**src/rtl/onehot_enc_stream.sv**
```systemverilog
// Streaming 4-bit index to 16-bit one-hot encoder with a single-entry output register,
// plus a running occupancy mask and a saturating unique-slot counter.
module onehot_enc_stream (
    input  logic        clk,
    input  logic        rst,
    input  logic        clr,
    input  logic        in_valid,
    output logic        in_ready,
    input  logic [3:0]  in_idx,
    output logic        out_valid,
    input  logic        out_ready,
    output logic [15:0] out_onehot,
    output logic        out_dup,
    output logic [15:0] mask,
    output logic [4:0]  count,
    output logic        full
);

    typedef enum logic {EMPTY = 1'b0, HOLD = 1'b1} state_t;

    state_t      state, state_nxt;
    logic        accept, pop;
    logic [15:0] onehot_p0;
    logic        hit_p0;
    logic [15:0] mask_base_p0;
    logic [4:0]  count_base_p0;
    logic [15:0] onehot_p1;
    logic        dup_p1;

    function automatic logic [4:0] sat_inc(input logic [4:0] c, input logic inc);
        if (inc && (c != 5'd16))
            return c + 5'd1;
        return c;
    endfunction

    // stage p0: decode the index against the mask as it will look after any clr
    always_comb begin
        onehot_p0     = 16'h1 << in_idx;
        mask_base_p0  = clr ? 16'h0 : mask;
        count_base_p0 = clr ? 5'd0 : count;
        hit_p0        = mask_base_p0[in_idx];
    end

    always_ff @(posedge clk) begin
        if (rst)
            state <= EMPTY;
        else
            state <= state_nxt;
    end

    always_comb begin
        state_nxt = state;
        case (state)
            EMPTY:   if (accept) state_nxt = HOLD;
            HOLD:    if (accept) state_nxt = HOLD;
                     else if (out_ready) state_nxt = EMPTY;
            default: state_nxt = EMPTY;
        endcase
    end

    always_comb begin
        out_valid = (state == HOLD);
        in_ready  = !out_valid || out_ready;
        accept    = in_valid && in_ready;
        pop       = out_valid && out_ready;
    end

    // stage p1: registered result; cleared on a bare pop so the bus idles at zero
    always_ff @(posedge clk) begin
        if (rst) begin
            onehot_p1 <= 16'h0;
            dup_p1    <= 1'b0;
        end else if (accept) begin
            onehot_p1 <= onehot_p0;
            dup_p1    <= hit_p0;
        end else if (pop) begin
            onehot_p1 <= 16'h0;
            dup_p1    <= 1'b0;
        end
    end

    always_ff @(posedge clk) begin
        if (rst) begin
            mask  <= 16'h0;
            count <= 5'd0;
        end else if (accept) begin
            mask  <= mask_base_p0 | onehot_p0;
            count <= sat_inc(count_base_p0, !hit_p0);
        end else if (clr) begin
            mask  <= 16'h0;
            count <= 5'd0;
        end
    end

    assign out_onehot = onehot_p1;
    assign out_dup    = dup_p1;
    assign full       = (count == 5'd16);

endmodule

```
**config.mk**
```make
export PLATFORM = sky130hd
export DESIGN_NAME = onehot_enc_stream
export DESIGN_NICKNAME = d
export VERILOG_FILES = /design/src/rtl/onehot_enc_stream.sv
export SDC_FILE = /design/constraint.sdc
export NUM_CORES = 1
export LEC_CHECK = 0
export CELL_PAD_IN_SITES_DETAIL_PLACEMENT = 1
export CELL_PAD_IN_SITES_GLOBAL_PLACEMENT = 1
export CORE_MARGIN = 5
export CORE_UTILIZATION = 37
export DETAILED_ROUTE_END_ITERATION = 10
export GPL_TIMING_DRIVEN = 0
export PLACE_DENSITY = 0.9
export SKIP_LAST_GASP = 1
export SLEW_MARGIN = 40
export SYNTH_ARGS = -nofsm -noshare
export SYNTH_HDL_FRONTEND = slang
export SYNTH_SLANG_ARGS = --single-unit
```
**constraint.sdc**
```tcl
create_clock -name clk -period 5.41 [get_ports clk]
set_input_delay 1.082 -clock clk [delete_from_list [all_inputs] [get_ports clk]]
set_output_delay 1.082 -clock clk [all_outputs]
set_load 0.005 [all_outputs]
```
== Word level (Yosys, flattened, before mapping) ==
Index checks and enable logic that the tools add are counted.

* $add $sub $neg: 1
* Multiply operators: 0
* Div/mod/pow operators: 0
* Order comparisons: 1
* Equal/unequal tests: 2
* Shift-type cells: 1
* Muxes and demuxes: 19
* Bitwise gates (word level): 2
* Reduce and logical (&&, ||, !) cells: 7

{| class="wikitable"
|+ Operators with widths
! operator !! number
|-
| 2-to-1 mux 16 bit || 4
|-
| 2-to-1 mux 5 bit || 4
|-
| bitwise OR 16 bit || 1
|-
| << shifter 1 x 4 -> 16 bit, first input constant || 1
|-
| 2-to-1 mux 1 bit || 9
|-
| adder 5 x 1 -> 5 bit, second input constant || 1
|-
| == test 5 bit, second input constant || 1
|-
| < comparator 4 x 5 -> 1 bit, second input constant || 1
|-
| != test 5 bit, second input constant || 1
|-
| binary-select mux 1 bit (select 4 bit) || 1
|-
| logical AND 1 bit || 3
|-
| logical NOT 1 bit || 2
|-
| one-hot mux 1 bit (2 select lines) || 1
|-
| nonzero test 2 bit || 1
|-
| logical OR 1 bit || 1
|-
| inverter 1 bit || 1
|}

* Flip-flop bits (word level): 39
* Bits in latches: 0
* Memory bits (writable): 0
* Bits in read-only memories: 0
* Memories kept: 0

== Longest topological paths before layout ==
* Word-level depth: 10
* Gate-level depth with buffers: 9

== Least setup slack after synthesis ==
Ideal clock, no wire load.

* Path type: input to register
* From: in clr
* To: reg count[3]
* Setup time: 123 ps
* Arrival time: 2,756 ps
* Slack: 2,531 ps
* Cell stages on the path: 9
* Path buffers: 2
* Cell sequence: buf_4 > buf_6 > inv_1 > nand2_1 > ha_1 > a41oi_4 > nand4b_4 > a21oi_2 > mux2_1

* Word-level cells in the longest chain between the ends: 10
* Elaborated cells between the ends (all ways): 14
* Classes of those cells: 1 x add/sub; 1 x eq/ne; 10 x mux; 2 x reduce/logical

{| class="wikitable"
|+ Ends and longest elaborated chain
! element !! line !! RTL
|-
| from (decl) || 6 || <nowiki>input logic clr,</nowiki>
|-
| 2-to-1 mux 16 bit || -- ||
|-
| binary-select mux 1 bit (select 4 bit) || 41 || <nowiki>hit_p0 = mask_base_p0[in_idx];</nowiki>
|-
| 2-to-1 mux 1 bit (implied by the code) || 41 ||
|-
| logical NOT 1 bit || 88 || <nowiki>count <= sat_inc(count_base_p0, !hit_p0);</nowiki>
|-
| logical AND 1 bit || 31 || <nowiki>if (inc && (c != 5'd16))</nowiki>
|-
| 2-to-1 mux 1 bit || 31 ||
|-
| 2-to-1 mux 1 bit || 86 || <nowiki>end else if (accept) begin</nowiki>
|-
| 2-to-1 mux 1 bit || 83 || <nowiki>if (rst) begin</nowiki>
|-
| 2-to-1 mux 5 bit || 33 || <nowiki>return c;</nowiki>
|-
| 2-to-1 mux 5 bit * || 86 ||
|-
| to (signal assigned) || 88 ||
|-
| to (decl) || 15 || <nowiki>output logic [4:0] count,</nowiki>
|}

Every way passes the cells marked *; elsewhere a longest branch is shown, timed or not. The select of a mux whose other input is x is not followed.
A chain may end at the register's enable or synchronous reset.

== Worst setup path in the final report ==
* From: in out_ready
* To: out in_ready

* Word-level cells in the longest chain between the ends: 1

{| class="wikitable"
|+ Ends and longest elaborated chain
! element !! line !! RTL
|-
| from (decl) || 11 || <nowiki>input logic out_ready,</nowiki>
|-
| logical OR 1 bit || 63 || <nowiki>in_ready = !out_valid || out_ready;</nowiki>
|-
| to (decl) || 8 || <nowiki>output logic in_ready,</nowiki>
|}

Every way passes these cells.

==> parameters.txt <==
Parameter                              Value

Outcome
  Status ... finished, final reports clean

Route
  Average wire length per cell after detail routing ... between 15 and 20 µm
  Drt first pass iters ... 4
  Antenna-violating nets left ... 0
  Final WL ... between 5000 and 6000 µm
  Number of vias per cell after detailed routing ... 5.45
  Remaining design rule violation count ... 0
  Iteration-0 DRC Markers ... 63
  Detailed-route via count ... ~1700

Pwr
  Design internal power ... approximately 410 µW
  Net switching power of the design ... 155 µW
  Power density of the placed cells ... 237 nW/µm²
  Switch share ... 27.4%
  Logic gate share of total power ... 12.3%
  Sequential power share ... between 50% and 60%
  Leakage power ... slightly above 0.0008 µW
  Clock group share of total power ... roughly 35%
  Highest ir drop seen on vdd ... 0.104 mV

Layout
  Growth of design area from synthesis to finish ... 35.7%
  Diodes inserted ... 0
  Final Net Count ... 266
  Number of fill cells ... 570
  Proportion of layout cells with a drive suffix above 1 ... 10.2%

CTS
  Root Driver ... clkbuf_8
  Hold bufs inserted after CTS ... 0
  H-tree depth ... 2
  Clock transition at the registers of the reported paths ... around 80 ps
  # resized after CTS ... 0
  Clock insertion delay at the later pin of the skew report ... roughly 300 ps
  Clk buf depth ... 2
  CTS tree ... built
  Post-CTS setup buffer count ... 0
  Number of clock buffers inserted by TritonCTS ... 5
  Total number of clock tree sinks ... 39

Synth
  #FFs+latches synth ... 39
  Synthesized area ... 1760 µm²
  Commonest register cell after synthesis ... dfxtp_1
  Async S/R FF share, synth ... 0%
  Sequential-to-total area share from yosys stat ... 44.5%
  Synthesized netlist net count ... 212
  Post-synthesis average cell area ... 8.73 µm²
  Unique masters post-synth ... 38
  Warning count from the yosys run ... 0
  Synthesized netlist cell count ... 201
  Number of synthesized flops with an enable pin ... 0

STA
  Final count of hold timing violations ... 0
  Minimum clock period ... 3390 ps
  Portion of the clock cycle consumed by the worst path in the final layout ... 62.6%
  Hold Worst Slack ... 458 ps
  Slew at the pin closest to its max-slew limit ... about 650 ps
  Setup repair after global routing missed its margin ... no
  Clock skew ... approximately 5 ps
  Headroom to the max-slew limit ... 56.5%
  Sum of negative setup slack ... 0 ps
  Final setup violation count ... 0
  Max frequency ... between 200 and 300 MHz
  Slew Limit Fails ... 0

Floorplanning
  Die Outline Area ... 6220 µm²
  Number of ports placed on the die boundary ... 50
  Die Ht ... 78.9 µm
  Horizontal die dimension ... 78.9 µm
  Std-Cell Rows ... 25
  Area of the core region ... 4660 µm²
  Initial core utilization ... 37.7%

GRT
  Largest net degree at the start of global routing ... 14
  Total GRT Usage ... 19.4%
  Global route total overflow ... 0
  Initial antenna violation count ... 0
  Via count of the first global-routing pass ... 1918
  Wire length of the first global-routing pass ... between 9000 and 10000 µm

Min path
  Number of stages on the worst hold path ... 2
  Worst Hold Path EP ... out_onehot[15]
  Start point of the worst hold path ... out_onehot[15]
  Type of the most critical hold path ... reg2reg

Critical path
  Nature of the critical path endpoint ... primary output
  Largest driver fanout on the critical path ... 5
  Worst Setup Path Type ... in2out
  Critical Path Start Type ... input port
  R2r startpoint ... count[1]
  Worst reg2reg endpoint ... count[3]
  Crit path arrival time ... roughly 2300 ps
  R2R Setup Slk ... 3400 ps
  Number of cell instances on the worst register-to-register path ... 7
  Required time of the critical path ... 4330 ps

Placement
  Placer's final routability congestion estimate ... 0.875
  Port Buf Inserts ... 47
  HPWL after detailed placement ... roughly 4100 µm

Run
  Max Cap Viol ... 0
==> cells in the final DEF (no fill, tap or decap), drive strengths merged, types with 2 or more instances in the layout <==
cell           count
o211ai             2
inv                5
nor3b              2
dfxtp             39
clkinvlp           2
nor2               6
nand3              4
nand2b            12
a21oi             43
nor2b              5
mux2               2
ha                 2
buf                4
and3               3
clkbuf            10
o2bb2ai            2
nand2             45
nor3               3
mux2i              2
o21ai              2
clkdlybuf4s50     47
and2               2
==> synth_stat cells, types with 2 or more instances <==
| cell type | n | share of area (%) |
|---|---|---|
| nand2_1 | 45 | 9.6 |
| a21oi_1 | 42 | 12 |
| dfxtp_1 | 39 | 44 |
| nand2b_1 | 12 | 4.3 |
| clkbuf_1 | 5 | 1.1 |
| inv_1 | 5 | 1.1 |
| nor2b_1 | 5 | 1.8 |
| nand3_1 | 4 | 1.1 |
| nor2_1 | 4 | 0.86 |
| and3_1 | 3 | 1.1 |
| buf_4 | 2 | 0.86 |
| ha_1 | 2 | 1.4 |
| mux2_1 | 2 | 1.3 |
| mux2i_1 | 2 | 1.1 |
| nor2_4 | 2 | 1.3 |
| nor3_1 | 2 | 0.57 |
| nor3b_1 | 2 | 0.86 |
| o211ai_2 | 2 | 1.4 |
| o2bb2ai_1 | 2 | 1.0 |
==> stage by stage <==
| step | setup WS (ps) | std cells | utilization (%) | power [µW] | instance area, µm² |
|---|---|---|---|---|---|
| 2_1_floorplan | 2530 | 201 | - | 340 | 1760 |
| 5_1_grt | 1980 | 310 | 51.1 | 588 | 2380 |
| 3_5_place_dp | 2020 | 302 | 49.2 | 371 | 2290 |
| 4_1_cts | 2020 | 310 | 51.1 | 566 | 2380 |
| 6_report | 2020 | 310 | 51.1 | 565 | 2380 |
| 3_3_place_gp | 2050 | 302 | 49.2 | 368 | 2290 |
==> cells by family after synthesis <==
family | Yosys count | synth area share (%)
compound gates | 57 | 21.9
fa+ha+maj | 2 | 1.43
buf+inv | 14 | 3.92
flops | 39 | 44.5
mux | 4 | 2.42
simple gates | 85 | 25.9
==> metal layers <==
layer	track usage, %	up-vias	wire, µm
li1	-	795	-
met1	21.2	825	2380
met2	34.3	54	2760
met3	6.01	14	327
met4	8.93	0	138
met5	0	-	0
==> registers in the layout, summed over array words and instances, names as in the netlist <==
| signal | count |
|---|---|
| mask | 16 |
| out_onehot | 16 |
| count | 5 |
| out_dup | 1 |
| out_valid | 1 |
==> cell type report <==
cell class,instances,area (µm²),area share [%]
clock buffer,5,68.8,2.89
timing repair buffer,47,470,19.7
sequential,39,781,32.8
inverter,5,18.8,0.788
multi-input combinational,148,906,38.0
buffer,9,50.0,2.10
clock inverter,3,20.0,0.840
tap,54,67.6,2.84
==> worst max-delay path, cell delays in order <==
cell             delay, ps
clkdlybuf4s50_1        470
nand2b_1               220
clkdlybuf4s50_1        540
==> worst max-delay path by stage <==
stage | endpoint | depth (start not counted) | startpoint | slack [ps]
2_1_floorplan | count[3] | 9 | clr | 2530
4_1_cts | in_ready | 3 | out_ready | 2020
5_1_grt | in_ready | 3 | out_ready | 1980
3_5_place_dp | in_ready | 3 | out_ready | 2020
6_report | in_ready | 3 | out_ready | 2020
3_3_place_gp | in_ready | 3 | out_ready | 2050
==> power groups by stage <==
stage	registers [µW]	logic, µW	clock network [µW]
6_report	295	69.7	200
3_5_place_dp	302	69.0	0
3_3_place_gp	302	66.3	0
5_1_grt	296	75.2	217
4_1_cts	295	69.6	201
2_1_floorplan	302	38.3	0
(Power assumes the default switching activity.)
